File: config.mk
export PLATFORM = sky130hd
export DESIGN_NAME = alu_result_pipe
export DESIGN_NICKNAME = d
export VERILOG_FILES = /design/src/rtl/alu_result_pipe.sv
export SDC_FILE = /design/constraint.sdc
export NUM_CORES = 1
export LEC_CHECK = 0
export ABC_AREA = 1
export CAP_MARGIN = 20
export CORE_MARGIN = 2
export CORE_UTILIZATION = 35
export CTS_CLUSTER_DIAMETER = 120
export DETAILED_ROUTE_END_ITERATION = 10
export DONT_BUFFER_PORTS = 1
export GPL_TIMING_DRIVEN = 0
export MAX_ROUTING_LAYER = met4
export PLACE_DENSITY = 0.59
export SYNTH_ARGS = -nofsm -noshare
export SYNTH_HDL_FRONTEND = slang
export SYNTH_SLANG_ARGS = --single-unit
File: constraint.sdc
create_clock -name clk -period 1 [get_ports clk]
set_input_delay 0.1 -clock clk [delete_from_list [all_inputs] [get_ports clk]]
set_output_delay 0.1 -clock clk [all_outputs]
set_load 0.005 [all_outputs]
File: src/rtl/alu_result_pipe.sv
// -----------------------------------------------------------------------------
// alu_result_pipe
//   Execute-to-writeback stage sitting directly behind the RISC-16 ALU.
//   Captures the ALU result with its destination tag and write enable, and
//   presents it to writeback over valid/ready. A 2-entry skid buffer (head +
//   skid register) keeps in_ready a pure register output while still allowing
//   one transfer per cycle with no bubbles. The zero/negative flags are derived
//   from the head entry. Writes to r0 are optionally suppressed.
//
// Ports
//   clk, rst_n   clock (rising edge) and asynchronous active-low reset
//   in_valid     upstream result valid
//   in_ready     stage can accept (registered)
//   in_result    ALU result, captured on in_valid & in_ready
//   in_rd        destination register index
//   in_we        instruction writes a register
//   out_valid    head entry valid
//   out_ready    writeback consumes the head entry
//   out_result   head result
//   out_rd       head destination index
//   out_we       head write enable, after r0 suppression
//   out_zero     head result == 0
//   out_neg      head result sign bit
//   occupancy    entries held (0, 1 or 2)
// -----------------------------------------------------------------------------
module alu_result_pipe #(
  parameter int WIDTH      = 16,
  parameter int RD_W       = 3,
  parameter bit R0_NOWRITE = 1'b1
) (
  input  logic             clk,
  input  logic             rst_n,
  input  logic             in_valid,
  output logic             in_ready,
  input  logic [WIDTH-1:0] in_result,
  input  logic [RD_W-1:0]  in_rd,
  input  logic             in_we,
  output logic             out_valid,
  input  logic             out_ready,
  output logic [WIDTH-1:0] out_result,
  output logic [RD_W-1:0]  out_rd,
  output logic             out_we,
  output logic             out_zero,
  output logic             out_neg,
  output logic [1:0]       occupancy
);

  typedef struct packed {
    logic [WIDTH-1:0] result;
    logic [RD_W-1:0]  rd;
    logic             we;
  } entry_t;

  // Encoding matches the entry count, so occupancy is the state itself.
  typedef enum logic [1:0] {
    EMPTY = 2'd0,
    ONE   = 2'd1,
    FULL  = 2'd2
  } state_e;

  state_e state_q, state_d;
  entry_t main_q, main_d;
  entry_t skid_q, skid_d;
  logic   in_ready_q, in_ready_d;

  entry_t in_entry;
  logic   in_fire;
  logic   out_fire;

  assign in_entry = '{result: in_result, rd: in_rd, we: in_we};
  assign in_fire  = in_valid & in_ready_q;
  assign out_fire = out_valid & out_ready;

  // Next-state logic for the skid buffer.
  always_comb begin
    // NOTE: every signal driven here gets a default first; a path that leaves
    // one unassigned would infer a latch.
    state_d = state_q;
    main_d  = main_q;
    skid_d  = skid_q;

    unique case (state_q)
      EMPTY: begin
        if (in_fire) begin
          main_d  = in_entry;
          state_d = ONE;
        end
      end
      ONE: begin
        if (in_fire && out_fire) begin
          main_d = in_entry;
        end else if (in_fire) begin
          skid_d  = in_entry;
          state_d = FULL;
        end else if (out_fire) begin
          state_d = EMPTY;
        end
      end
      FULL: begin
        // in_ready is low here, so only the drain side can move.
        if (out_fire) begin
          main_d  = skid_q;
          state_d = ONE;
        end
      end
      default: state_d = EMPTY;
    endcase

    // in_ready is computed from the next state so it is a flop output, and it
    // stays low until the first clock edge after reset is released.
    in_ready_d = (state_d != FULL);
  end

  always_ff @(posedge clk or negedge rst_n) begin
    if (!rst_n) begin
      // NOTE: the data registers are reset too, so the head outputs read as
      // defined zeros (not X) right after reset.
      state_q    <= EMPTY;
      main_q     <= '0;
      skid_q     <= '0;
      in_ready_q <= 1'b0;
    end else begin
      // NOTE: sequential state uses non-blocking assignments so every flop
      // samples the pre-edge values regardless of statement order.
      state_q    <= state_d;
      main_q     <= main_d;
      skid_q     <= skid_d;
      in_ready_q <= in_ready_d;
    end
  end

  assign in_ready   = in_ready_q;
  assign out_valid  = (state_q != EMPTY);
  assign occupancy  = state_q;
  assign out_result = main_q.result;
  assign out_rd     = main_q.rd;
  assign out_we     = main_q.we & ~(R0_NOWRITE && (main_q.rd == '0));
  assign out_zero   = (main_q.result == '0);
  assign out_neg    = main_q.result[WIDTH-1];

endmodule

Yosys cells after proc, flatten, opt, wreduce, memory -nomap -nowiden
Index checks and enable logic that the tools add are counted.
{"block": "totals", "ff_bits": 43, "inputBits": 24, "out_inout_bits": 26, "wordCells": 37}
{"block": "op_classes", "eq_ne": 6, "mux": 10, "bitwise_logic": 5, "n_reduce_logical": 8}
{"operator": "$mux 20", "n": 3}
{"operator": "$pmux 20 s3", "n": 1}
{"operator": "$logic_not 16->1", "n": 1}
{"operator": "$mux 2", "n": 5}
{"operator": "$ne 2x2->1 const B", "n": 4}
{"operator": "$pmux 2 s3", "n": 1}
{"operator": "$reduce_and 4->1", "n": 1}
{"operator": "$and 1x1->1", "n": 3}
{"operator": "$logic_not 3->1", "n": 1}
{"operator": "$reduce_and 3->1", "n": 1}
{"operator": "$reduce_bool 3->1", "n": 1}
{"operator": "$eq 2x1->1 const B", "n": 1}
{"operator": "$eq 2x2->1 const B", "n": 1}
{"operator": "$logic_not 2->1", "n": 1}
{"operator": "$not 1->1", "n": 2}
{"operator": "$reduce_bool 2->1", "n": 1}
{"operator": "$logic_and 1x1->1", "n": 1}

Longest topological paths before layout
{"block": "depth", "depth_word": 7, "depth_mapped": 7}

Worst setup path before layout
OpenSTA, ideal clock, no wires.
{"block": "synth_path", "path_kind": "reg-to-reg", "startpoint": "register state_q[0] (netlist: occupancy[0])", "endpoint": "register main_q (netlist bit out_result[15])", "setup_time_ns": 0.117, "arrival_time_ns": 0.980, "setup_slack_ns": -0.098, "path_stages_with_launch": 8, "n_path_buf": 1, "synth_period_minus_slack_ns": 1.098, "cell_sequence": "dfrtp_1 > inv_2 > nand2_1 > nand2_1 > nand2_1 > buf_4 > nand2_1 > nand2_1"}
{"block": "synth_between", "elab_chain_cells": 5, "word_cells_on_any_way": 12}
{"element": "from (decl)", "line": "61", "rtl": "state_e state_q, state_d;"}
{"element": "from (signal assigned)", "line": "125", "rtl": "state_q <= state_d;"}
{"element": "$reduce_bool 2->1 (*)", "line": "133", "rtl": "assign out_valid = (state_q != EMPTY);"}
{"element": "net out_valid", "line": "38", "rtl": "output logic out_valid,"}
{"element": "$and 1x1->1 (*)", "line": "72", "rtl": "assign out_fire = out_valid & out_ready;"}
{"element": "$logic_and 1x1->1", "line": "90", "rtl": "if (in_fire && out_fire) begin"}
{"element": "$ne 2x2->1 (no source line)"}
{"element": "$reduce_and 4->1 (no source line) (*)"}
{"element": "to (signal assigned)", "line": "126", "rtl": "main_q <= main_d;"}
{"element": "to (decl)", "line": "62", "rtl": "entry_t main_q, main_d;"}
Mark *: on every way through the listed nets, which the timed path passes. The rest lies on a longest branch.
A chain may end at the register's enable or synchronous reset.

Worst setup path after layout
{"block": "layout_path", "startpoint": "register state_q[1] (netlist: occupancy[1])", "endpoint": "register main_q (netlist bit out_result[9])"}
{"block": "layout_between", "elab_chain_cells": 5, "word_cells_on_any_way": 12}
{"element": "$reduce_bool 2->1", "line": "133"}
{"element": "$and 1x1->1", "line": "72"}
{"element": "$logic_and 1x1->1", "line": "90"}
{"element": "$ne 2x2->1 (no source line)"}
{"element": "$reduce_and 4->1 (no source line)"}
Several ways; a longest one is shown, not always the timed one.

==> metrics.md <==
| Metric | Value |
|---|---|
| Area grow syn2layout | 36.9% |
| Die Height | 82.8 µm |
| Clk root buf | clkbuf_8 |
| Worst setup margin | -234 ps |
| Final period utilization | 1.23 |
| Number of vias per cell | 4.78 |
| Mapped Nets | 311 |
| Fin util | 0.500 |
| WS Path Type | flop to flop |
| Synthesized area | 0.00217 mm² |
| Violated checks | negative hold slack, negative setup slack |
| Via count | 1,925 |
| Vias in the first global route | 1,906 |
| DRT Wirelength | 5.49 mm |
| Initial antenna violation count | 0 |
| Leakage | 1.56 nW |
| Endpoints failing setup | 48 |
| Average cell area after synthesis | between 7 and 8 µm² |
| Worst Max-Slew Pin Slew | 260 ps |
| Unique cell type count in the Yosys netlist | 13 |
| Gate Count Post-Synth | 287 |
| Routability Congestion | 0.792 |
| Net Sw Frac | 0.389 |
| First-pass GRT wire length | 9.36 mm |
| Syn. warnings | 0 |
| Max Slew Vio Count | 0 |
| Reg2Reg Depth | 7 |
| Residual DRC | 0 |
| Top cells by area, synth | dfrtp_1 50%, nand2_1 18%, nand3_1 9.9% |
| Net count reported at finish | 352 |
| Die area | between 0.006 and 0.007 mm² |
| Ports | 50 |
| CP endpoint | out_result[9] |
| Crit end category | flop |
| Synth area leader | dfrtp_1 |
| Initial core utilization | 0.365 |
| Power per cell area | 2870 mW/mm² |
| Hold Crit Class | input pin to asynchronous set/reset pin |
| Initial DRC count | 85 |
| Total track usage | 0.173 |
| Total gr overflow | 0 |
| HPWL Detailed | 3.51 mm |
| Required time of the critical path | 1180 ps |
| CP Max Fanout | 6 |
| CTS tree | yes |
| Max Cap Violations | 0 |
| Yosys top cell area share | 0.495 |
| Max VDD drop | 1.39 mV |
| WP data arrival | 1420 ps |
| Number of synthesized register bits | 43 |
| Register area | 0.00108 mm² |
| Max-slew headroom | 0.827 |
| Largest net degree at the start of global routing | 44 |
| CP Launch Type | flop |
| Antenna-violating nets left | 0 |
| Status | complete, but fails checks |
| Row Count | 28 |
| Combinational power share | 0.486 |
| Power Internal | 5.22 mW |
| Clk slew on worst S/H paths | 80 ps |
| Antenna Cells | 0 |
| First-pass detailed-route iteration total | 4 |
| Setup TNS | -9400 ps |
| Layout cells sized above 1 | 0.311 |
| Number of CTS-inserted buffers | 5 |
| Fmax | 811 MHz |
| P_sw | 3.33 mW |
| CTS max path bufs | 2 |
| Worst skew pair latency | 300 ps |
| Core Box Area | 0.00596 mm² |
| Wirelength per Cell | 13.6 µm |
| Hold_buf cts | 20 |
| H-tree depth | 2 |
| Reg2Reg Setup Slack | -230 ps |
| Launch point of the worst path | occupancy[1] |
| Clock power share | 0.131 |
| Part of the power in registers | 0.383 |
| R2r startpoint | occupancy[1] |
| Buffers added on ports | 0 |
| Multi-input gate area | 946 µm² |
| Final Hold Fails | 43 |
| Die extent in x | 82.8 µm |
| RSZ-0062 raised after global routing | true |
| Post-synthesis sequential area ratio | 0.495 |
| Worst Skew | 9.15 ps |
| Minimum clock period | 1230 ps |
| Hold_ws | -512 ps |
| Fillers | 609 |
| CTS Sinks | 43 |
| Reg-to-reg endpoint | out_result[9] |
==> per-layer routing <==
layer | share of wire | track usage
met2 | 0.48 | 0.277
met1 | 0.46 | 0.219
met5 | 0 | -
met3 | 0.041 | 0.0417
met4 | 0.015 | 0.0537
==> timing repair <==
item | 4_1_cts | 5_1_grt
pin swaps | 19 | 9
hold endpoints to repair | 64 | 43
endpoints found under the setup margin | 46 | 49
setup buffers | 3 | 4
gates resized for setup | 87 | 14
cloned | 7 | 0
==> worst min-delay path by stage <==
stage	to	startpoint	cells past startpoint	slack [ps]
finish	skid_q[6]	rst_n	0	-510
global route	out_result[6]	rst_n	0	-530
CTS	skid_q[2]	rst_n	0	-520
detailed placement	skid_q[6]	rst_n	0	-190
global placement	skid_q[6]	rst_n	0	-190
floorplan	in_ready	rst_n	0	-200
==> cells by family after synthesis <==
group	count (synthesis)	share of synthesized area
compound gates	22	0.0524
buf+inv	60	0.146
flops	43	0.495
simple gates	162	0.307
==> worst max-delay path, cell delays in order, from the launching register on <==
cell and delay [ps]:
dfrtp_2 500, inv_4 110, nand3_4 100, nand2_4 110, nand2_4 80, buf_6 140
nand2_2 50, nand2_1 40
==> flip-flops by register name (all words and copies together), names as in the netlist <==
signal / count
main_q: 1
occupancy: 2
out_result: 16
in_ready: 1
skid_q: 20
out_rd: 3
==> cells in the mapped netlist, drive strengths merged <==
cell      n
nor2     10
nand3    43
clkbuf    4
dfrtp    43
a21oi     1
buf      31
o31a      1
inv      25
o21ai    20
nand2   107
nand4     2
==> cells in the final DEF, fill, tap and decap left out, drive strengths merged <==
master and count:
a21oi 1, buf 46, clkbuf 9, clkinv 1, dfrtp 43, dlygate4sd3 20
inv 25, nand2 107, nand3 43, nand4 2, nor2 10, o21ai 20
o31a 1
==> power groups by stage <==
stage	Clock (mW)	Combinational (mW)	Sequential, mW
after floorplan	0	2.52	3.01
after global placement	0	2.97	3.16
after detailed placement	0	3.03	3.18
after CTS	1.15	3.95	3.25
after global routing	1.23	4.61	3.40
final	1.12	4.15	3.27
==> per-stage QoR <==
step	power [mW]	cell area [µm²]	std cells	setup WS [ps]
2_1_floorplan	5.53	2220	287	-65.2
3_3_place_gp	6.14	2320	362	-227
3_5_place_dp	6.21	2320	362	-291
4_1_cts	8.34	2910	399	-266
5_1_grt	9.24	2980	403	-297
6_report	8.54	2980	403	-234
==> layout make-up <==
class,count,share of cell area
Clock buffer,6,0.0278
Clock inverter,1,0.00168
Buffer,35,0.108
Inverter,25,0.0332
Timing Repair Buffer,34,0.116
Sequential cell,43,0.363
Multi-Input combinational cell,184,0.318
Tap cell,75,0.0315
No activity file was read; power rests on OpenSTA's default activity.
